[src/rtl/adder_operand_sequencer.sv]
// Operand and result sequencer wrapped around an external 16-bit adder.
// Holds A/B/Cin steady on the adder inputs. After a Run rising edge it waits
// SETTLE_CYCLES clocks, then captures {Cout, Sum} and the signed overflow flag.
// In accumulate mode the previous result is fed back as the next A operand.
module adder_operand_sequencer #(
  parameter int unsigned SETTLE_CYCLES = 2  // legal range 1..15
) (
  input  logic        Clk,
  input  logic        Reset,
  input  logic [15:0] Sw,
  input  logic        LoadA,
  input  logic        LoadB,
  input  logic        Run,
  input  logic        Accumulate,
  input  logic        Cin,
  input  logic [15:0] Sum_in,
  input  logic        Cout_in,
  output logic [15:0] A_out,
  output logic [15:0] B_out,
  output logic        Cin_out,
  output logic [16:0] Result,
  output logic        Overflow,
  output logic        Busy,
  output logic        Done
);

  typedef enum logic [1:0] {
    IDLE   = 2'd0,
    SETTLE = 2'd1,
    DONE   = 2'd2
  } state_t;

  localparam logic [3:0] COUNT_INIT = 4'(SETTLE_CYCLES - 1);

  state_t     state;
  logic [3:0] count;
  logic       run_q;
  logic       run_rise;
  logic       any_load;
  logic       overflow_next;

  // Only a fresh edge on Run starts an add; a held level never retriggers.
  assign run_rise = Run & ~run_q;
  assign any_load = LoadA | LoadB;

  // Signed overflow: operands share a sign and the sum's sign differs from it.
  assign overflow_next = (A_out[15] == B_out[15]) & (Sum_in[15] != A_out[15]);

  // Sequencer FSM. Operand registers, counter and status flags are all
  // registered here so Busy/Done follow the state without a decode glitch.
  // NOTE: every register in this block is assigned with <= so that all of
  // them update together from the values present before the clock edge.
  always_ff @(posedge Clk) begin
    if (!Reset) begin
      state    <= IDLE;
      count    <= '0;
      run_q    <= 1'b0;
      A_out    <= '0;
      B_out    <= '0;
      Cin_out  <= 1'b0;
      Result   <= '0;
      Overflow <= 1'b0;
      Busy     <= 1'b0;
      Done     <= 1'b0;
    end else begin
      run_q <= Run;

      unique case (state)
        IDLE: begin
          if (LoadA) A_out <= Sw;
          if (LoadB) B_out <= Sw;
          // A load in the same cycle as the edge wins and the edge is lost.
          if (!any_load && run_rise) begin
            Cin_out <= Cin;
            count   <= COUNT_INIT;
            state   <= SETTLE;
            Busy    <= 1'b1;
          end
        end

        SETTLE: begin
          // Operands are frozen here; loads and Run edges are ignored.
          if (count == 4'd0) begin
            Result   <= {Cout_in, Sum_in};
            Overflow <= overflow_next;
            state    <= DONE;
            Busy     <= 1'b0;
            Done     <= 1'b1;
          end else begin
            count <= count - 4'd1;
          end
        end

        DONE: begin
          if (any_load) begin
            if (LoadA) A_out <= Sw;
            if (LoadB) B_out <= Sw;
            state <= IDLE;
            Done  <= 1'b0;
          end else if (run_rise) begin
            // Carry-out of the previous result is dropped on feedback.
            if (Accumulate) A_out <= Result[15:0];
            Cin_out <= Cin;
            count   <= COUNT_INIT;
            state   <= SETTLE;
            Busy    <= 1'b1;
            Done    <= 1'b0;
          end
        end

        default: begin
          state <= IDLE;
          Busy  <= 1'b0;
          Done  <= 1'b0;
        end
      endcase
    end
  end

endmodule
[config.mk]
export PLATFORM = sky130hd
export DESIGN_NAME = adder_operand_sequencer
export DESIGN_NICKNAME = d
export VERILOG_FILES = /design/src/rtl/adder_operand_sequencer.sv
export SDC_FILE = /design/constraint.sdc
export NUM_CORES = 1
export LEC_CHECK = 0
export CAP_MARGIN = 20
export CELL_PAD_IN_SITES_DETAIL_PLACEMENT = 0
export CELL_PAD_IN_SITES_GLOBAL_PLACEMENT = 1
export CORE_MARGIN = 10
export CORE_UTILIZATION = 32
export CTS_BUF_LIST = sky130_fd_sc_hd__clkbuf_8 sky130_fd_sc_hd__clkbuf_16
export DETAILED_ROUTE_END_ITERATION = 8
export PLACE_DENSITY = 0.87
export SLEW_MARGIN = 20
export SYNTH_ARGS = -nofsm -noshare
export SYNTH_HDL_FRONTEND = slang
export SYNTH_SLANG_ARGS = --single-unit
[constraint.sdc]
create_clock -name Clk -period 2 [get_ports Clk]
set_input_delay 0.5 -clock Clk [delete_from_list [all_inputs] [get_ports Clk]]
set_output_delay 0.5 -clock Clk [all_outputs]
set_load 0.01 [all_outputs]
# After elaboration in Yosys (flattened, before gate mapping)
# Cells that the tools add are included.
totals:
  ff_bits: 60
  out_inout_bits: 53
  elab_cells: 73
op_classes:
  add_sub_neg: 1
  n_eq_ne: 12
  mux: 31
  bitwise_logic: 5
  reduce_logical: 14
op_table:
  columns: ["op", "count"]
  rows:
  - ["16-bit 2-to-1 mux", 6]
  - ["16-bit case mux with 2 select lines", 2]
  - ["4-bit 2-to-1 mux", 4]
  - ["2-bit != test (second input constant)", 6]
  - ["4-bit case mux with 3 select lines", 1]
  - ["1-bit 2-to-1 mux", 10]
  - ["3-bit AND reduction", 3]
  - ["2-bit 2-to-1 mux", 4]
  - ["4-bit AND reduction", 2]
  - ["3-bit != test (second input constant)", 2]
  - ["1-bit case mux with 3 select lines", 2]
  - ["2-bit case mux with 3 select lines", 1]
  - ["5-bit AND reduction", 1]
  - ["4-bit zero test", 1]
  - ["2-bit AND reduction", 2]
  - ["4-bit by 1-bit subtractor with 4-bit output (second input constant)", 1]
  - ["3-bit nonzero test", 1]
  - ["1-bit bitwise AND", 2]
  - ["2-bit by 1-bit equality test with 1-bit output (second input constant)", 1]
  - ["2-bit equality test (second input constant)", 1]
  - ["2-bit zero test", 1]
  - ["1-bit inverter", 2]
  - ["1-bit case mux with 2 select lines", 1]
  - ["2-bit nonzero test", 1]
  - ["5 further kinds", 5]

# Depth between registers and ports, before layout
depth:
  word_depth: 5
  mapped_depth: 7
  ltp_nobuf: 6

# Worst setup path before layout
# Ideal clock, no wire load.
synth_path:
  path_type: "input to register"
  startpoint: "input LoadA"
  endpoint: "register A_out[0]"
  t_arrival_ps: 1538
  required_time_ps: 1884
  slack_ps: 346
  stages: 6
  n_path_buf: 2
  path_cell_list: "or4b_4 > buf_6 > buf_8 > o22ai_2 > nand2_1 > o211a_1"
synth_between:
  elab_chain_len: 3
  elab_cells_between_ends: 7
  cone_classes: "eq/ne: 2; mux: 3; bitwise: 1; reduce/logical: 1"
synth_lines:
  columns: ["item", "line", "source"]
  rows:
  - ["start, declared", "11", "input logic LoadA,"]
  - ["1-bit bitwise OR or 16-bit 2-to-1 mux (tied branches)", null, null]
  - ["3-bit != test (no source line) or 16-bit 2-to-1 mux (tied branches)", null, null]
  - ["3-bit AND reduction (no source line) or 16-bit case mux with 2 select lines (tied branches)", null, null]
  - ["end signal, assigned", "70", "if (LoadA) A_out <= Sw;"]
  - ["end signal, assigned", "96", "if (LoadA) A_out <= Sw;"]
  - ["end signal, assigned", "102", "if (Accumulate) A_out <= Result[15:0];"]
  - ["end, declared", "18", "output logic [15:0] A_out,"]
# Parallel ways exist; a longest one is shown, timed or not.
# A chain may end at the register's enable or synchronous reset.

# Worst setup path in the final report
layout_path:
  startpoint: "register A_out[15]"
  endpoint: "output A_out[15]"
# No word-level cell between the ends.

==> flow_metrics.env <==
export IMPL_grt_pass1_vias=2423
export IMPL_setup_viol=0
export IMPL_timing_rr_end="Result[13]$_SDFFE_PN0P_"
export IMPL_pwr_share_comb=0.156
export IMPL_cp_start_kind="flop"
export IMPL_synth_cell_types=38
export IMPL_slew_headroom=0.509
export IMPL_p_seq_frac=0.472
export IMPL_cts_sinks=60
export IMPL_fillers=743
export IMPL_dpl_cell_area_mm2=0.00358
export IMPL_crit_slowest_cell="clkdlybuf4s50_1"
export IMPL_cts_setup_buffers=0
export IMPL_startpoint="A_out[15]$_SDFFE_PN0P_"
export IMPL_power_density_mw_per_mm2=726
export IMPL_die_x_um=108
export IMPL_syn2layout_area_growth_pct=52.0
export IMPL_synth_edf_count=0
export IMPL_fmax_mhz=553
export IMPL_worst_slack_ns=0.192
export IMPL_setup_tns_final_ns=0
export IMPL_slowest_delay_ns=0.59
export IMPL_cts_hold_buf=0
export IMPL_finalHoldViolCount=0
export IMPL_irDropWorstVdd_v=0.000337
export IMPL_required_ns=1.50
export IMPL_firstDrtPassIters=4
export IMPL_final_nets=423
export IMPL_drc=0
export IMPL_wl_per_cell_um=16.4
export IMPL_syn_area_per_cell_um2=8.87
export IMPL_start_util=0.325
export IMPL_switching_share=0.238
export IMPL_clk_latency_ns=0.33
export IMPL_io_pins=93
export IMPL_drt_iter0_drc=88
export IMPL_crit_chain="clkdlybuf4s50_1"
export IMPL_critPathMaxFanout=4
export IMPL_syn_nets=320
export IMPL_tightest_slew_ns=0.736
export IMPL_p_total_mw=2.73
export IMPL_finalInstanceArea_mm2=0.00376
export IMPL_p_leak_nw=1.53
export IMPL_yosys_most_used_dff="dfxtp_1"
export IMPL_async_flop_share=0
export IMPL_ctsRootBufferMaster="clkbuf_8"
export IMPL_post_route_period_util=0.904
export IMPL_htree_levels=3
export IMPL_arrival_ns=1.31
export IMPL_n_antenna_cell=0
export IMPL_rsz0062_at_grt="no"
export IMPL_maxCapViolations=0
export IMPL_whs_path_depth=2
export IMPL_grt_total_usage=0.140
export IMPL_routabilityCongestion=0.791
export IMPL_drv_slew=0
export IMPL_cpLargestDelayFamily="buffers and inverters"
export IMPL_coreArea_mm2=0.00761
export IMPL_fp_dieArea_mm2=0.0117
export IMPL_io_buffers=92
export IMPL_grt_pass1_wl_mm=12.8
export IMPL_dr_total_vias=2319
export IMPL_min_path_type="flop to flop"
export IMPL_crit_type="flop to output port"
export IMPL_netlist_instances=279
export IMPL_vias_per_cell=4.77
export IMPL_antenna_found_initial=0
export IMPL_cts_path_max_buffers=2
export IMPL_pwr_share_clk=0.372
export IMPL_path_clk_slew_ns=0.07
export IMPL_ant_nets=0
export IMPL_rr_startpoint="count[0]$_SDFFE_PN0P_"
export IMPL_fin_crit_ns=1.81
export IMPL_final_cell_count_no_fill=486
export IMPL_r2r_slack_ns=0.25
export IMPL_cts_buffers=9
export IMPL_ys_seq_area_frac=0.485
export IMPL_status="completed"
export IMPL_power_internal_mw=2.08
export IMPL_cts_resized_gates=0
export IMPL_dp_final_hpwl_mm=5.92
export IMPL_grt_max_degree=41
export IMPL_cp_num_cells=1
export IMPL_reg2reg_depth=7
export IMPL_p_sw_uw=650
export IMPL_endpoint_kind="output port"
export IMPL_whs_ns=0.456
export IMPL_finalClockSkew_ns=0.0110
export IMPL_ys_warnings_count=0
export IMPL_pre_cts_ws_ns=-0.136
export IMPL_cts_tree="built"
export IMPL_critical_path_buf_inv_count=1
export IMPL_synth_seq_cells=60
export IMPL_layout_drive_gt1_share=0.120
export IMPL_synth_area_mm2=0.00247
export IMPL_grt_overflow=0
export IMPL_die_h_um=108
export IMPL_cp_endpoint="A_out[15]"
export IMPL_row_count=32
export IMPL_final_core_util=0.495
export IMPL_placedCellCount=473
export IMPL_drt_wl_total_mm=7.95
cells in the mapped netlist (2+ instances only):
| cell | n | area [um2] |
|---|---|---|
| nand2_1 | 90 | 338 |
| dfxtp_1 | 60 | 1200 |
| a21oi_1 | 21 | 105 |
| o211a_1 | 17 | 170 |
| a21boi_0 | 13 | 97.6 |
| clkbuf_1 | 11 | 41.3 |
| o22ai_2 | 10 | 125 |
| a21boi_1 | 6 | 45.0 |
| o22ai_1 | 6 | 37.5 |
| inv_1 | 4 | 15.0 |
| nand2b_1 | 4 | 25.0 |
| nor2_1 | 4 | 15.0 |
| buf_2 | 3 | 15.0 |
| buf_4 | 2 | 15.0 |
| buf_6 | 2 | 22.5 |
| nand3_1 | 2 | 10.0 |
| nor2b_1 | 2 | 12.5 |
| o21ai_0 | 2 | 10.0 |
placed cells by master, fill, tap and decap left out, drive strengths merged, types with 2 or more instances in the layout:
cell,count
o211a,17
inv,4
nor2b,2
o22ai,16
clkdlybuf4s50,92
buf,19
nand3,2
o21ai,2
clkbuf,10
nand2,90
nand2b,4
a21boi,19
dfxtp,60
clkinv,2
nor2,5
a21oi,21
routing by layer:
metal,part of all wire,track usage,up-vias
li1,-,-,1167
met1,0.42,0.163,1068
met2,0.49,0.231,72
met3,0.074,0.0476,12
met4,0.015,0.0573,0
met5,0,0,-
state kept, by name (all words and copies together), names as in the netlist:
signal	flops
count	4
Cin_out	1
Done	1
run_q	1
Busy	1
state	2
Overflow	1
Result	17
B_out	16
A_out	16
power groups by stage:
stage | registers (mW) | logic, mW | clock network [mW]
3_5_place_dp | 1.31 | 0.433 | 0
3_3_place_gp | 1.31 | 0.426 | 0
5_1_grt | 1.29 | 0.466 | 1.10
4_1_cts | 1.29 | 0.435 | 1.04
6_report | 1.29 | 0.427 | 1.02
2_1_floorplan | 1.33 | 0.145 | 0
worst min path at each step:
stage,start,end,slack (ns)
detailed placement,B_out[4]$_SDFFE_PN0P_,B_out[4]$_SDFFE_PN0P_,0.45
finish,B_out[1]$_SDFFE_PN0P_,B_out[1]$_SDFFE_PN0P_,0.46
CTS,B_out[4]$_SDFFE_PN0P_,B_out[4]$_SDFFE_PN0P_,0.46
global route,B_out[1]$_SDFFE_PN0P_,B_out[1]$_SDFFE_PN0P_,0.48
floorplan,state[1]$_SDFFE_PN0P_,Done$_SDFFE_PN0P_,0.45
global placement,B_out[0]$_SDFFE_PN0P_,B_out[0]$_SDFFE_PN0P_,0.44
layout make-up:
type | count | area [um2] | share of cell area
clock inverter | 3 | 40.0 | 0.0106
multi-input combinational | 196 | 1150 | 0.306
sequential | 60 | 1200 | 0.319
tap | 102 | 128 | 0.0339
timing repair buffer | 111 | 1090 | 0.289
inverter | 4 | 15.0 | 0.00399
clock buffer | 10 | 138 | 0.0366
kinds of logic after synthesis:
family / count (synthesis) / synth area share
adders and majority gates: 1 / 0.00505
DFF: 60 / 0.485
AOI/OAI and AO/OA: 81 / 0.258
and+or+nand+nor: 114 / 0.202
buffers and inverters: 23 / 0.0500
No activity file was read; power rests on OpenSTA's default activity.
